[src/rtl/msp430_dbg_arb_pkg.sv]
// Shared types for the debug-interface arbiter: FSM states, owner codes and the
// buffered request payload.
package msp430_dbg_arb_pkg;

  localparam int unsigned ADDR_W = 6;
  localparam int unsigned DATA_W = 16;
  localparam int unsigned OWN_W  = 2;

  typedef enum logic [2:0] {
    IDLE  = 3'd0,
    GNT_A = 3'd1,
    GNT_B = 3'd2,
    RD_A  = 3'd3,
    RD_B  = 3'd4
  } arb_state_e;

  localparam logic [OWN_W-1:0] OWN_NONE = 2'b00;
  localparam logic [OWN_W-1:0] OWN_A    = 2'b01;
  localparam logic [OWN_W-1:0] OWN_B    = 2'b10;

  typedef struct packed {
    logic [ADDR_W-1:0] addr;
    logic [DATA_W-1:0] din;
    logic              is_wr;
  } dbg_req_t;

  // Owner code implied by an arbiter state.
  function automatic logic [OWN_W-1:0] owner_of(arb_state_e st);
    logic [OWN_W-1:0] own;
    own = OWN_NONE;
    case (st)
      GNT_A, RD_A: own = OWN_A;
      GNT_B, RD_B: own = OWN_B;
      default:     own = OWN_NONE;
    endcase
    return own;
  endfunction

endpackage

[src/rtl/msp430_dbg_arb_slot.sv]
// One-deep holding register for a request that could not issue immediately.
// A push while full (and not popping) is dropped and flagged on drop_c.
module msp430_dbg_arb_slot
  import msp430_dbg_arb_pkg::*;
(
  input  logic     clk_i,
  input  logic     rst_ni,
  input  logic     push_i,
  input  logic     pop_i,
  input  dbg_req_t req_i,
  output logic     full_o,
  output dbg_req_t req_o,
  output logic     drop_c
);

  logic     full_q, full_d;
  dbg_req_t req_q, req_d;

  // Pop frees the entry first, so a same-cycle push refills it.
  always_comb begin
    full_d = full_q;
    req_d  = req_q;
    drop_c = 1'b0;
    if (pop_i) full_d = 1'b0;
    if (push_i) begin
      if (full_q && !pop_i) begin
        drop_c = 1'b1;
      end else begin
        full_d = 1'b1;
        req_d  = req_i;
      end
    end
  end

  always_ff @(posedge clk_i or negedge rst_ni) begin
    if (!rst_ni) begin
      full_q <= 1'b0;
      req_q  <= '0;
    end else begin
      full_q <= full_d;
      req_q  <= req_d;
    end
  end

  assign full_o = full_q;
  assign req_o  = req_q;

endmodule

[src/rtl/msp430_dbg_arb.sv]
// Arbiter sharing the debug register interface between the UART (A) and I2C (B)
// transports. Define DBG_ARB_I2C_EN for two-port arbitration; otherwise UART only.
module msp430_dbg_arb
  import msp430_dbg_arb_pkg::*;
#(
  parameter int unsigned HOLD_CNT_W  = 8,
  parameter int unsigned HOLD_CYCLES = 200
) (
  input  logic        dbg_clk,
  input  logic        dbg_rst_n,
  input  logic [5:0]  a_addr,
  input  logic [15:0] a_din,
  input  logic        a_wr,
  input  logic        a_rd,
  output logic        a_rd_rdy,
  input  logic [5:0]  b_addr,
  input  logic [15:0] b_din,
  input  logic        b_wr,
  input  logic        b_rd,
  output logic        b_rd_rdy,
  input  logic        mem_burst,
  output logic [5:0]  dbg_addr,
  output logic [15:0] dbg_din,
  output logic        dbg_wr,
  output logic        dbg_rd,
  input  logic        dbg_rd_rdy,
  output logic [1:0]  arb_owner,
  output logic        arb_ovf
);

  arb_state_e        state_q, state_d;
  logic              last_b_q, last_b_d;
  logic [ADDR_W-1:0] dbg_addr_q;
  logic [DATA_W-1:0] dbg_din_q;
  logic              dbg_wr_q, dbg_rd_q, arb_ovf_q;
  logic [OWN_W-1:0]  arb_owner_q;

  dbg_req_t a_live_c, b_live_c, sa_req, sb_req, issue_req_c;
  logic     a_req_c, b_req_c, have_a_c, have_b_c, pick_b_c;
  logic     sa_push, sa_pop, sa_full, sa_drop;
  logic     sb_push, sb_pop, sb_full, sb_drop;
  logic     issue_c, grant_c, hold_zero_c;

  assign a_req_c  = a_wr | a_rd;
  assign a_live_c = '{addr: a_addr, din: a_din, is_wr: a_wr};
  assign b_live_c = '{addr: b_addr, din: b_din, is_wr: b_wr};

  msp430_dbg_arb_slot u_slot_a (
    .clk_i  (dbg_clk),
    .rst_ni (dbg_rst_n),
    .push_i (sa_push),
    .pop_i  (sa_pop),
    .req_i  (a_live_c),
    .full_o (sa_full),
    .req_o  (sa_req),
    .drop_c (sa_drop)
  );

`ifdef DBG_ARB_I2C_EN
  logic [HOLD_CNT_W-1:0] hold_q, hold_d;

  assign b_req_c = b_wr | b_rd;

  msp430_dbg_arb_slot u_slot_b (
    .clk_i  (dbg_clk),
    .rst_ni (dbg_rst_n),
    .push_i (sb_push),
    .pop_i  (sb_pop),
    .req_i  (b_live_c),
    .full_o (sb_full),
    .req_o  (sb_req),
    .drop_c (sb_drop)
  );

  // Idle-hold window: reloaded on activity, counts down only while granted.
  always_comb begin
    hold_d = hold_q;
    if (mem_burst || issue_c || grant_c) begin
      hold_d = HOLD_CNT_W'(HOLD_CYCLES);
    end else if ((state_q == GNT_A || state_q == GNT_B) && hold_q != '0) begin
      hold_d = hold_q - HOLD_CNT_W'(1);
    end
  end

  always_ff @(posedge dbg_clk or negedge dbg_rst_n) begin
    if (!dbg_rst_n) hold_q <= '0;
    else            hold_q <= hold_d;
  end

  assign hold_zero_c = (hold_q == '0) && !mem_burst;
  assign b_rd_rdy    = dbg_rd_rdy & (state_q == RD_B);
`else
  logic unused_c;

  // UART owns the interface permanently once granted.
  assign b_req_c     = 1'b0;
  assign sb_full     = 1'b0;
  assign sb_req      = '0;
  assign sb_drop     = 1'b0;
  assign hold_zero_c = 1'b0;
  assign b_rd_rdy    = 1'b0;
  assign unused_c    = ^{b_live_c, b_rd, mem_burst, sb_push, sb_pop, grant_c,
                         HOLD_CNT_W'(HOLD_CYCLES)};
`endif

  assign have_a_c = a_req_c | sa_full;
  assign have_b_c = b_req_c | sb_full;
  assign pick_b_c = have_b_c & (!have_a_c | !last_b_q);

  // Next state, issue selection and slot traffic; a full slot always issues
  // before the same port's live request so order is preserved.
  always_comb begin
    state_d     = state_q;
    last_b_d    = last_b_q;
    issue_c     = 1'b0;
    grant_c     = 1'b0;
    issue_req_c = a_live_c;
    sa_push     = 1'b0;
    sa_pop      = 1'b0;
    sb_push     = 1'b0;
    sb_pop      = 1'b0;
    case (state_q)
      IDLE: begin
        if (have_a_c || have_b_c) begin
          grant_c  = 1'b1;
          last_b_d = pick_b_c;
          if (pick_b_c) begin
            sa_push = a_req_c;
            if (sb_full) begin
              state_d = GNT_B;
              sb_push = b_req_c;
            end else begin
              issue_c     = 1'b1;
              issue_req_c = b_live_c;
              state_d     = b_live_c.is_wr ? GNT_B : RD_B;
            end
          end else begin
            sb_push = b_req_c;
            if (sa_full) begin
              state_d = GNT_A;
              sa_push = a_req_c;
            end else begin
              issue_c     = 1'b1;
              issue_req_c = a_live_c;
              state_d     = a_live_c.is_wr ? GNT_A : RD_A;
            end
          end
        end
      end
      GNT_A: begin
        sb_push = b_req_c;
        if (sa_full || a_req_c) begin
          issue_c     = 1'b1;
          sa_pop      = sa_full;
          sa_push     = sa_full & a_req_c;
          issue_req_c = sa_full ? sa_req : a_live_c;
          state_d     = issue_req_c.is_wr ? GNT_A : RD_A;
        end else if (hold_zero_c) begin
          state_d = IDLE;
        end
      end
      GNT_B: begin
        sa_push = a_req_c;
        if (sb_full || b_req_c) begin
          issue_c     = 1'b1;
          sb_pop      = sb_full;
          sb_push     = sb_full & b_req_c;
          issue_req_c = sb_full ? sb_req : b_live_c;
          state_d     = issue_req_c.is_wr ? GNT_B : RD_B;
        end else if (hold_zero_c) begin
          state_d = IDLE;
        end
      end
      RD_A: begin
        sa_push = a_req_c;
        sb_push = b_req_c;
        if (dbg_rd_rdy) state_d = GNT_A;
      end
      RD_B: begin
        sa_push = a_req_c;
        sb_push = b_req_c;
        if (dbg_rd_rdy) state_d = GNT_B;
      end
      default: state_d = IDLE;
    endcase
  end

  always_ff @(posedge dbg_clk or negedge dbg_rst_n) begin
    if (!dbg_rst_n) begin
      state_q     <= IDLE;
      last_b_q    <= 1'b1;
      dbg_addr_q  <= '0;
      dbg_din_q   <= '0;
      dbg_wr_q    <= 1'b0;
      dbg_rd_q    <= 1'b0;
      arb_owner_q <= OWN_NONE;
      arb_ovf_q   <= 1'b0;
    end else begin
      state_q     <= state_d;
      last_b_q    <= last_b_d;
      dbg_wr_q    <= issue_c & issue_req_c.is_wr;
      dbg_rd_q    <= issue_c & !issue_req_c.is_wr;
      arb_owner_q <= owner_of(state_d);
      arb_ovf_q   <= arb_ovf_q | sa_drop | sb_drop;
      if (issue_c) begin
        dbg_addr_q <= issue_req_c.addr;
        dbg_din_q  <= issue_req_c.din;
      end
    end
  end

  assign a_rd_rdy  = dbg_rd_rdy & (state_q == RD_A);
  assign dbg_addr  = dbg_addr_q;
  assign dbg_din   = dbg_din_q;
  assign dbg_wr    = dbg_wr_q;
  assign dbg_rd    = dbg_rd_q;
  assign arb_owner = arb_owner_q;
  assign arb_ovf   = arb_ovf_q;

endmodule

[config.mk]
export PLATFORM = sky130hd
export DESIGN_NAME = msp430_dbg_arb
export DESIGN_NICKNAME = d
export VERILOG_FILES = /design/src/rtl/msp430_dbg_arb_pkg.sv /design/src/rtl/msp430_dbg_arb_slot.sv /design/src/rtl/msp430_dbg_arb.sv
export SDC_FILE = /design/constraint.sdc
export NUM_CORES = 1
export LEC_CHECK = 0
export ABC_AREA = 1
export BUFFER_PORTS_ARGS = -buffer_cell sky130_fd_sc_hd__buf_2
export CAP_MARGIN = 20
export CORE_ASPECT_RATIO = 0.5
export CORE_MARGIN = 2
export CORE_UTILIZATION = 29
export CTS_CLUSTER_DIAMETER = 50
export DETAILED_ROUTE_END_ITERATION = 10
export PLACE_DENSITY = 0.61
export SLEW_MARGIN = 5
export SYNTH_ARGS = -nofsm -noshare
export SYNTH_HDL_FRONTEND = slang
export SYNTH_HIERARCHICAL = 1
export SYNTH_SLANG_ARGS = --single-unit
[constraint.sdc]
create_clock -name dbg_clk -period 1.81 [get_ports dbg_clk]
set_clock_uncertainty 0.1 [all_clocks]
set_input_delay 0.181 -clock dbg_clk [delete_from_list [all_inputs] [get_ports dbg_clk]]
set_output_delay 0.181 -clock dbg_clk [all_outputs]
set_load 0.02 [all_outputs]
# --- Word level (Yosys, flattened, before mapping) ---
# Cells that the tools add are included.
# Widths: inputs -> output; s select.
op_classes:
  reduce_logical: 9
  mul: 0
  bitwise: 8
  shift: 0
  n_mux: 27
  eq_ne: 8
  n_div: 0
  order_cmp: 0
  addsub: 0
op_table:
  columns: ["op", "n"]
  rows:
  - ["$mux 23", 3]
  - ["$pmux 3 s5", 1]
  - ["$mux 1", 13]
  - ["$eq 3x2->1 const B", 4]
  - ["$mux 3", 4]
  - ["$eq 3x1->1 const B", 2]
  - ["$eq 3x3->1 const B", 2]
  - ["$mux 2", 3]
  - ["$and 1x1->1", 4]
  - ["$pmux 2 s2", 1]
  - ["$reduce_or 2->1", 2]
  - ["$logic_not 3->1", 1]
  - ["$or 1x1->1", 3]
  - ["$pmux 1 s3", 1]
  - ["$reduce_or 3->1", 1]
  - ["$logic_not 1->1", 2]
  - ["$pmux 1 s2", 1]
  - ["$reduce_and 2->1", 1]
  - ["$logic_and 1x1->1", 1]
  - ["$logic_or 1x1->1", 1]
  - ["$not 1->1", 1]
word_totals:
  input_bits: 52
  ff_bits: 54
  out_inout_bits: 29
  romBits: 0
  mem_count: 0
  ram_bits: 0
  latch_bits: 0

# --- Depth between registers and ports, before layout ---
# Gate-level depths: netlist of run 1.
depth:
  word_depth: 9
  ltp_mapped: 10

# --- Modules after synthesis ---
# Netlist of run 1, hierarchy kept.
modules_own_cells:
  columns: ["module", "area_each_um2", "cells_each", "n_inst"]
  rows:
  - ["msp430_dbg_arb", 1909.3, 299, 1]
  - ["msp430_dbg_arb_slot", 985.9, 106, 1]

# --- Worst setup path before layout of run 1 ---
# No wires, ideal clock.
synth_timing:
  kind: "reg2reg"
  startpoint: "register state_q[1]"
  endpoint: "register arb_ovf_q (netlist: arb_ovf)"
  period_less_slack_ns: 1.809
  arrival_ns: 1.582
  path_buffers: 2
  path_stages_with_launch: 10
  slack_ns: 0.001
  cell_sequence: "dfrtp_1 nor2_2 nand2_2 buf_6 nor2_1 inv_2 nand2_4 buf_4 nor2_1 or2_2"
synth_via:
  elab_chain_len: 7
  word_cells_on_any_way: 13
  cone_classes: "eq/ne: 4; mux: 4; bitwise: 1; reduce/logical: 4"
synth_lines:
  columns: ["item", "line_no", "text"]
  rows:
  - ["start: declaration", "msp430_dbg_arb.sv:31", "arb_state_e state_q, state_d;"]
  - ["start signal: assignment", "msp430_dbg_arb.sv:199", "state_q <= state_d;"]
  - ["$eq 3x1->1", "msp430_dbg_arb.sv:122", "case (state_q)"]
  - ["$mux 1", "msp430_dbg_arb.sv:122", null]
  - ["via sa_pop", "msp430_dbg_arb.sv:40", "logic sa_push, sa_pop, sa_full, sa_drop;"]
  - ["$logic_not 1->1", "msp430_dbg_arb_slot.sv:26", "if (full_q && !pop_i) begin"]
  - ["$logic_and 1x1->1", "msp430_dbg_arb_slot.sv:26", null]
  - ["$mux 1", "msp430_dbg_arb_slot.sv:26", null]
  - ["$mux 1", "msp430_dbg_arb_slot.sv:25", "if (push_i) begin"]
  - ["via sa_drop", "msp430_dbg_arb.sv:40", null]
  - ["$or 1x1->1", "msp430_dbg_arb.sv:204", "arb_ovf_q <= arb_ovf_q | sa_drop | sb_drop;"]
  - ["end signal: assignment", "msp430_dbg_arb.sv:204", null]
  - ["end: declaration", "msp430_dbg_arb.sv:35", "logic dbg_wr_q, dbg_rd_q, arb_ovf_q;"]
# The timed path passes the listed nets, and every way through them passes these cells.
# A chain may end at the register's enable or synchronous reset.

# --- Final worst setup path of run 1 ---
layout_timing:
  startpoint: "register state_q[2]"
  endpoint: "register u_slot_a.req_q, in the netlist u_slot_a/req_o[12]"
layout_via:
  elab_chain_len: 6
  word_cells_on_any_way: 12
  cone_classes: "eq/ne: 4; mux: 2; bitwise: 1; reduce/logical: 5"
layout_lines:
  columns: ["item", "line_no", "text"]
  rows:
  - ["$eq 3x1->1", "msp430_dbg_arb.sv:122", null]
  - ["$mux 1", "msp430_dbg_arb.sv:122", null]
  - ["via sa_pop", "msp430_dbg_arb.sv:40", null]
  - ["$logic_not 1->1", "msp430_dbg_arb_slot.sv:26", null]
  - ["$logic_and 1x1->1", "msp430_dbg_arb_slot.sv:26", null]
  - ["$not 1->1 (no line)", null, null]
  - ["$reduce_and 2->1 (no line)", null, null]
  - ["end signal: assignment", "msp430_dbg_arb_slot.sv:41", "req_q <= req_d;"]
  - ["end: declaration", "msp430_dbg_arb_slot.sv:17", "dbg_req_t req_q, req_d;"]
# The timed path passes the listed nets, and every way through them passes these cells.

==> metrics.cfg, run 1 <==
[setup_path]
crit_family = simple AND/OR/NAND/NOR gates
worst-path-max-fanout = 23
cp.required_ps = 1890
critPathKind = reg -> reg
slowest_delay_ps = 450
slowest_stage = dfrtp_1
critPathLaunchType = flip-flop
arrival_ps = 1720
path_cells = nor2_2, nand2_2, nor2_1, inv_2, nand2_4, nand2_4, nand2_1, nand2_1
cp-end-kind = flip-flop
rr_worst_depth = 8
critPathBufInv = 1
path_depth = 8

[detailed_routing]
drt-wirelength-per-cell_um = 12.5
drtIter0Drc = 248
drcViolationCount = 0
vias = 2532
dr.pass1.iters = 4
routed_wl_mm = 7.39
ant_nets = 0
routed_via_density = 4.27

[yosys]
synth_cell_types = 20
syn_nets = 457
ys_ff_latch = 54
seq_area_frac_synth_pct = 46.7
syn-cell-area_um2 = 2900
synth_cells = 405
yosys_warnings = 6
syn_avg_cell_area_um2 = 7.15

[floorplanning]
die_width_um = 145
die-area_um2 = 10800
die_h_um = 74.7
coreArea_um2 = 9570
rows = 25
initial_core_util_pct = 30.2
io_pins = 81

[timing]
hold_ws_ps = 47.5
finalSetupTns_ps = 0
rsz0062_at_grt = false
period_share_pct = 90.5
drv_slew = 0
fmax_mhz = 610
setup_viol = 0
period_minus_slack_ps = 1640
hold_viol_final = 0
worst_slack_ps = 171

[global_route]
overflow = 0
grtUsageMet3_pct = 3.09
antenna_found_initial = 0
grt_use_met1_pct = 21.3
busiest_layer = met1
grt_pass1_vias = 2277
grt_max_degree = 55
grt_use_total_pct = 14.1
use_met2_pct = 20.2
grt_pass1_wl_mm = 11.8

[run]
maxCapViolCount = 0

[placed_design]
hpwl_mm = 5.09
port_buffers = 54
place_ws_ps = 178
finalWeightedCongestion = 0.781
place_area_um2 = 3290

[clocking]
root_buffer = clkbuf_16
numCtsBuffers = 5
post_cts_buffers = 0
cts_max_path_buffers = 2
cts_tree = done
cts_max_level = 2
clkTransAtPathRegs_ps = 80
clock_latency_ps = 290
cts.sinks = 54

[final_layout]
nFillCells = 1057
antenna_cells = 0
post-route-util_pct = 36.4
areaGrowthSynthToFinish_pct = 20.2
fin_nets = 509
layout-drive-gt1-share_pct = 20.1
final_area_um2 = 3480

[power_and_ir_drop]
power-per-cell-area_nw_per_um2 = 1850
ir_worst_vdd_mv = 0.576
p_leak_nw = 2.01

[status]
status = finished clean

[min_path]
hp-class = in -> reg
min_path_cells = 3

## tightest hold or removal path, cell delays in order
cell     delay, ps
buf_2          100
nand3_1         70
nand2_1         60
## power by group
group	internal, mW	total (mW)	switching, mW	leakage, nW
registers	1.75	2.02	0.274	0.662
logic	1.09	3.28	2.19	1.27
clock network	0.664	1.13	0.470	0.0848
## cells by family (layout without fill, tap and decap cells)
family | after synthesis | after routing | share of synthesized area (%)
AND/OR/NAND/NOR | 313 | 313 | 45.0
buffers and inverters | 34 | 87 | 7.61
flip-flops | 54 | 54 | 46.7
other | 1 | 1 | 0.130
AO/OA/AOI/OAI | 3 | 3 | 0.605
## flip-flops by register name, summed over array words and instances, names as in the netlist
signal	flops
u_slot_a/req_o	23
u_slot_a/full_o	1
state_q	3
arb_ovf	1
arb_owner	2
dbg_addr	6
dbg_rd	1
dbg_din	16
dbg_wr	1
## final timing paths
kind                               startpoint            endpoint  slack [ps]
min                                 a_din[15]  u_slot_a/req_o[16]          50
min reg2reg                u_slot_a/req_o[18]  u_slot_a/req_o[18]         370
max reg2reg                        state_q[2]  u_slot_a/req_o[12]         170
min in group asynchronous           dbg_rst_n  u_slot_a/req_o[10]         300
max                                state_q[2]  u_slot_a/req_o[12]         170
max in group asynchronous           dbg_rst_n  u_slot_a/req_o[20]        1040
## synthesized netlist by cell type
master | n | area, um^2
a211oi_1 | 1 | 7.51
a21oi_1 | 1 | 5.00
buf_2 | 5 | 25.0
buf_4 | 10 | 75.1
buf_6 | 6 | 67.6
clkbuf_1 | 1 | 3.75
clkbuf_4 | 1 | 7.51
conb_1 | 1 | 3.75
dfrtp_1 | 54 | 1350
inv_1 | 5 | 18.8
inv_2 | 6 | 22.5
nand2_1 | 243 | 912
nand2_2 | 2 | 12.5
nand2_4 | 5 | 56.3
nand3_1 | 49 | 245
nor2_1 | 10 | 37.5
nor2_2 | 2 | 12.5
nor2_8 | 1 | 20.0
o21ai_0 | 1 | 5.00
or2_2 | 1 | 6.26
## metal layers
layer,wire [um],vias to the layer above,part of all wire [%]
li1,-,1345,-
met1,3730,1131,50
met2,3210,54,43
met3,410,2,5.5
met4,40,0,0.54
met5,0,-,0
## stage by stage
| stage | power, mW | instances |
|---|---|---|
| 5_1_grt | 6.99 | 593 |
| 4_1_cts | 6.49 | 593 |
| 3_5_place_dp | 5.33 | 583 |
| 6_report | 6.43 | 593 |
| 2_1_floorplan | 4.49 | 405 |
| 3_3_place_gp | 5.28 | 583 |
## cells in the final DEF (no fill, tap or decap)
| cell type | synthesis | routed |
|---|---|---|
| nor2_8 | 1 | 1 |
| nand2_4 | 5 | 5 |
| o21ai_0 | 1 | 1 |
| or2_2 | 1 | 1 |
| inv_6 | 0 | 2 |
| clkbuf_16 | 0 | 5 |
| nor2_2 | 2 | 2 |
| buf_4 | 10 | 9 |
| inv_2 | 6 | 6 |
| nand3_1 | 49 | 49 |
| dlygate4sd3_1 | 0 | 2 |
| buf_12 | 0 | 3 |
| nand2_1 | 243 | 243 |
| inv_1 | 5 | 5 |
| conb_1 | 1 | 1 |
| nand2_2 | 2 | 2 |
| nor2_1 | 10 | 10 |
| a21oi_1 | 1 | 1 |
| dfrtp_1 | 54 | 54 |
| buf_2 | 5 | 54 |
| bufinv_16 | 0 | 1 |
| a211oi_2 | 0 | 1 |
## repair_timing
action                                 4_1_cts  5_1_grt
resized for setup                            0        0
setup endpoints to repair                    0        0
hold buffers                                 2        0
endpoints found under the hold margin       55        0
## layout make-up
| cell class | instances | area [um^2] | share of cell area [%] |
|---|---|---|---|
| well taps | 135 | 169 | 4.85 |
| flip-flops and latches | 54 | 1350 | 38.8 |
| multi-input cells | 317 | 1330 | 38.2 |
| repair buffers | 68 | 418 | 12.0 |
| clock buffers | 5 | 125 | 3.59 |
| inverters | 11 | 41.3 | 1.19 |
| clock inverters | 3 | 47.5 | 1.37 |
No activity file was read; power rests on OpenSTA's default activity.
==> run 2: changes to the inputs <==
- MAX_ROUTING_LAYER: not set -> met4
- PLACE_DENSITY: 0.61 -> not set
==> run 2 against run 1 <==
Net effect:
- non-clock buffer count up 2
- sequential cell count unchanged
- clock power down 15%
- sequential share of layout area up 0.32 points
- wire length about the same
- core utilization down 0.26 points
- setup slack worse by 17 ps
- final area down 0.72%
- clock-buffer cell count up 2
- largest power group unchanged
==> metrics.cfg, run 2 (synthesized netlist as in run 1, its figures left out) <==
[floorplanning]
io_pins = 81  ; unchanged
initial_core_util_pct = 30.2  ; unchanged
coreArea_um2 = 9570  ; unchanged
die-area_um2 = 10800  ; unchanged
die_h_um = 74.7  ; unchanged
die_width_um = 145  ; unchanged
rows = 25  ; unchanged

[power_and_ir_drop]
ir_worst_vdd_mv = 0.628  ; +9.0%
p_leak_nw = 2.00  ; -0.66%
power-per-cell-area_nw_per_um2 = 1800  ; -2.4%

[placed_design]
hpwl_mm = 5.10  ; +0.33%
finalWeightedCongestion = 0.885  ; +13%
port_buffers = 54  ; unchanged
place_ws_ps = 163  ; -15.0 ps
place_area_um2 = 3280  ; -0.30%
dp_cells = 585  ; +0.34%

[final_layout]
nFillCells = 1034  ; -2.2%
multi_input_area_um2 = 1340  ; +0.66%
mostFrequentLayoutCell = nand2_1
register_area_um2 = 1350  ; about the same
layout.cells.non_filler = 595  ; +0.34%
antenna_cells = 0  ; unchanged
areaGrowthSynthToFinish_pct = 19.4
layout-drive-gt1-share_pct = 20.4  ; +0.35 points
fin_nets = 511  ; +0.39%
mostFrequentLayoutCells = nand2_1, buf_2, dfrtp_1, nand3_1, buf_4
final_area_um2 = 3460  ; -0.72%
largest_reg_flops = 23  ; unchanged

[detailed_routing]
ant_nets = 0  ; unchanged
vias = 2594  ; +2.4%
dr.pass1.iters = 4  ; unchanged
routed_via_density = 4.36  ; +2.1%
drcViolationCount = 0  ; unchanged
drt-wirelength-per-cell_um = 12.4  ; -0.26%
drtIter0Drc = 206  ; -17%
routed_wl_mm = 7.40  ; about the same

[setup_path]
critPathKind = reg -> reg
cp-end-kind = flip-flop
rr_worst_depth = 7  ; -1
arrival_ps = 1780  ; +60 ps
cp.required_ps = 1930  ; +40 ps
worst-path-max-fanout = 10  ; -57%
critPathLaunchType = flip-flop

[global_route]
use_met2_pct = 22.6  ; +2.5 points
overflow = 0  ; unchanged
grt_pass1_vias = 2430  ; +6.7%
grt_use_met1_pct = 20.6  ; -0.75 points
antenna_found_initial = 0  ; unchanged
busiest_layer = met2
grt_use_total_pct = 14.8  ; +0.71 points
grt_pass1_wl_mm = 12.3  ; +3.7%
grtUsageMet3_pct = 2.73  ; -0.36 points
grt_max_degree = 55  ; unchanged

[timing]
period_share_pct = 91.5  ; +0.91 points
finalSetupTns_ps = 0  ; unchanged
rsz0062_at_grt = false
hold_viol_final = 0  ; unchanged
fmax_mhz = 604  ; -1.0%
worst_slack_ps = 155  ; -16.6 ps
hold_ws_ps = 61.3  ; +13.8 ps
setup_viol = 0  ; unchanged
period_minus_slack_ps = 1660  ; +16.6 ps
drv_slew = 0  ; unchanged

[min_path]
min_path_cells = 3  ; unchanged
hp-class = in -> reg

[clocking]
cts_tree = done
post_cts_buffers = 0  ; unchanged
cts_max_path_buffers = 2  ; unchanged
numCtsBuffers = 5  ; unchanged
clock_latency_ps = 290  ; about the same
cts_max_level = 2  ; unchanged
root_buffer = clkbuf_16
cts.sinks = 54  ; unchanged
clkTransAtPathRegs_ps = 70  ; about the same

[status]
status = finished clean

[run]
maxCapViolCount = 0  ; unchanged

## run 2: power breakdown
part           switching [mW]  internal (mW)  total, mW
Clock                   0.408          0.549      0.957
Combinational            2.19           1.08       3.26
Sequential              0.265           1.75       2.02
Total                    2.86           3.38       6.24
## run 2: final cells by class
class	count	area share [%]
Multi-Input combinational cell	317	38.7
Clock inverter	1	0.145
Inverter	11	1.19
Sequential cell	54	39.1
Clock buffer	7	4.13
Timing Repair Buffer	70	11.8
Tap cell	135	4.89
## run 2: final timing paths
check                                   start                  to  slack [ps]
setup reg to reg                   state_q[0]   u_slot_a/req_o[4]         150
setup / recovery                   state_q[0]   u_slot_a/req_o[4]         150
min in group asynchronous           dbg_rst_n   u_slot_a/req_o[8]         310
hold reg to reg            u_slot_a/req_o[15]  u_slot_a/req_o[15]         370
hold / removal                       a_din[5]   u_slot_a/req_o[6]          60
max in group asynchronous           dbg_rst_n          state_q[0]        1030
## run 2: repair_timing
action | in CTS | in global routing
hold endpoints to repair | 55 | 0
gates resized for setup | 0 | 2
hold buffers | 2 | 0
endpoints found under the setup margin | 0 | 21
## run 2: metrics by stage
step | total power [mW] | util, %
after floorplan | 4.49 | -
after global placement | 5.23 | 34.2
after detailed placement | 5.28 | 34.2
after CTS | 6.26 | 36.0
after global routing | 6.83 | 36.1
final | 6.24 | 36.1
## run 2: routing by layer
layer | vias to the layer above | wire length [um]
met3 | 7 | 421
met5 | - | 0
met4 | 0 | 68
met1 | 1167 | 3730
li1 | 1351 | -
met2 | 69 | 3180
## run 2: critical path, cell delays in order (launching register included)
cell      delay, ps
dfrtp_2         460
nor2_1          130
nor2_1           80
a211oi_2        250
buf_4           220
buf_4           190
nand3_1          90
nand2_1          80
==> run 3: changes to the inputs <==
- ABC_AREA: 1 -> not set
==> run 3 against run 2 <==
Net effect:
- non-clock buffer count fell by 1
- critical path type unchanged
- cell count is 42% lower
- highest routed layer unchanged
- critical path depth shrank 4
==> metrics.cfg, run 3 <==
[yosys]
synthAdderAreaFrac_pct = 0  ; unchanged
seq_area_frac_synth_pct = 55.4  ; +8.8 points
yosys_most_used_dff = dfrtp_1
synth_area_leaders = dfrtp_1, mux2_4, o221a_1
synthSimpleGateAreaFrac_pct = 11.9  ; -33 points
yosysTopAreaCell = dfrtp_1
synth_edf_count = 0  ; unchanged
ys_ff_latch = 54  ; unchanged
synthMostInstantiatedCell = dfrtp_1
synth_top_family_by_area = multiplexers
synth_cell_types = 36  ; +80%
async_flop_share_pct = 100  ; unchanged
synth_xor_area_share_pct = 0  ; unchanged
syn_avg_cell_area_um2 = 14.3  ; +100%
synth_cells = 170  ; -58%
yosys_warnings = 6  ; unchanged
ys_top_cells_by_count = dfrtp_1, mux2_4, o221a_1, nand2b_1, nor2_1
syn-cell-area_um2 = 2440  ; -16%
syn_nets = 222  ; -51%
yosys-mux-area-fraction_pct = 14.1  ; +14 points
synth_top_cell_area_share_pct = 55.4  ; +8.8 points
synth_compound_area_share_pct = 13.5  ; +13 points

[setup_path]
worst-path-max-fanout = 22  ; +12
startpoint = state_q[1]
arrival_ps = 1810  ; +30 ps
critPathKind = reg -> reg
rr_worst_depth = 3  ; -4
crit_end = dbg_din[2]
r2r-start = state_q[1]
r2r_end = dbg_din[2]
cp.required_ps = 1880  ; -50 ps
reg2reg_slack_ps = 70  ; -80 ps
critPathLaunchType = flip-flop
cp-end-kind = flip-flop

[global_route]
grt_max_degree = 29  ; -47%
antenna_found_initial = 0  ; unchanged
grt_pass1_wl_mm = 8.15  ; -34%
overflow = 0  ; unchanged
grt_pass1_vias = 1647  ; -32%
grt_use_total_pct = 11.9  ; -2.9 points

[timing]
drv_slew = 0  ; unchanged
period_minus_slack_ps = 1740  ; +82.7 ps
rsz0062_at_grt = false
period_share_pct = 96.0  ; +4.6 points
hold_viol_final = 0  ; unchanged
setup_viol = 0  ; unchanged
fmax_mhz = 575  ; -4.8%

[final_layout]
largest_reg_flops = 23  ; unchanged
areaGrowthSynthToFinish_pct = 26.1
mostFrequentLayoutCells = buf_2, dfrtp_1, o221a_1, mux2_4, nand2b_1
mostFrequentLayoutCell = buf_2
layout.cells.non_filler = 348  ; -42%
post-route-util_pct = 38.0  ; +1.9 points
antenna_cells = 0  ; unchanged
layout-drive-gt1-share_pct = 46.2  ; +26 points
final_area_um2 = 3070  ; -11%
fin_nets = 287  ; -44%
nFillCells = 768  ; -26%

[clocking]
cts.sinks = 54  ; unchanged
cts_max_path_buffers = 2  ; unchanged
numCtsBuffers = 5  ; unchanged
root_buffer = clkbuf_16
cts_tree = done
clock_latency_ps = 290  ; about the same
post_cts_buffers = 0  ; unchanged
cts_max_level = 2  ; unchanged
clkTransAtPathRegs_ps = 70  ; about the same

[power_and_ir_drop]
p_switching_mw = 2.12  ; -26%
combinationalPowerShare_pct = 49.3  ; -3.0 points
ir_worst_vdd_mv = 0.514  ; -18%
swShare_pct = 35.0  ; -11 points
p_clk_share_pct = 16.3  ; +1.0 points
p_leak_nw = 1.39  ; -31%
internal-power_mw = 3.93  ; +17%
power-per-cell-area_nw_per_um2 = 1970  ; +9.2%
p_seq_share_pct = 34.5  ; +2.2 points

[floorplanning]
die_width_um = 134  ; -8.0%
coreArea_um2 = 8090  ; -16%
die-area_um2 = 9200  ; -15%
die_h_um = 68.8  ; -7.8%
initial_core_util_pct = 30.1  ; -0.11 points
io_pins = 81  ; unchanged
rows = 23  ; -8.0%

[placed_design]
dp_cells = 338  ; -42%
place_area_um2 = 2890  ; -12%
hpwl_mm = 3.59  ; -30%
finalWeightedCongestion = 0.761  ; -14%
port_buffers = 54  ; unchanged

[run]
maxCapViolCount = 0  ; unchanged

[detailed_routing]
dr.pass1.iters = 4  ; unchanged
ant_nets = 0  ; unchanged
drcViolationCount = 0  ; unchanged
drtIter0Drc = 85  ; -59%
routed_wl_mm = 5.27  ; -29%
vias = 1585  ; -39%
drt-wirelength-per-cell_um = 15.1  ; +22%
routed_via_density = 4.55  ; +4.5%

[status]
status = finished clean

[min_path]
hp-class = in -> reg

[run 3: cell types whose count changed after synthesis, sizes merged, moves of 3 or more]
cell,change
o221a,+22
nand3,-48
nor2,-7
nand2b,+18
nor2b,+3
buf,-11
nand2,-246
inv,-7
mux2,+23
or2b,+5
[run 3: cell type report]
| class | count | area, um^2 | share of cell area [%] |
|---|---|---|---|
| repair buffers | 69 | 442 | 14.4 |
| clock buffers | 6 | 139 | 4.52 |
| well taps | 112 | 140 | 4.56 |
| clock inverters | 2 | 16.3 | 0.529 |
| flip-flops and latches | 54 | 1350 | 44.0 |
| inverters | 4 | 15.0 | 0.488 |
| multi-input cells | 101 | 970 | 31.5 |
[run 3: worst min path at each step]
stage / startpoint / to / cells past startpoint
CTS: a_din[15] / u_slot_a/req_o[16] / 2
global route: a_din[2] / u_slot_a/req_o[3] / 2
detailed placement: dbg_rst_n / dbg_din[13] / 1
finish: a_addr[0] / u_slot_a/req_o[17] / 2
global placement: dbg_rst_n / u_slot_a/req_o[14] / 1
floorplan: dbg_rst_n / arb_ovf / 0
[run 3: layer usage]
layer | global-route usage, % | vias to the layer above | routed length [um]
li1 | - | 744 | -
met2 | 19.6 | 24 | 2550
met4 | 4.79 | 0 | 74
met1 | 14.1 | 810 | 2390
met5 | - | - | 0
met3 | 3.65 | 7 | 256
[run 3: kinds of logic after synthesis]
kind of cell	count (synthesis)
buffers and inverters	15
other	1
multiplexers	24
AO/OA/AOI/OAI	31
flip-flops	54
AND/OR/NAND/NOR	45
[run 3: critical path: stages, from the launching register on]
cell	delay [ps]
dfrtp_2	460
or2_4	250
or3_4	520
o221a_1	290
[run 3: power by group through the flow]
stage	Sequential [mW]	Clock (mW)	Combinational (mW)
floorplan	2.37	0	1.94
global placement	2.07	0	2.92
detailed placement	2.10	0	3.01
CTS	2.08	1.03	3.02
global route	2.16	1.06	3.23
finish	2.09	0.985	2.98
[run 3: repair_timing]
item | in CTS | in global routing
resized for setup | 0 | 3
endpoints found under the setup margin | 0 | 32
hold buffers | 2 | 0
hold endpoints to repair | 40 | 0
[run 3: stage by stage]
step	hold slack (ps)	total power, mW	TNS (ps)	setup WS (ps)
floorplan	-215	4.31	-1250	-62.5
global placement	-15.1	4.99	0	74.9
detailed placement	-6.56	5.10	0	55.1
CTS	22.2	6.14	0	37.5
global route	33.2	6.45	0	15.1
finish	35.4	6.05	0	71.8
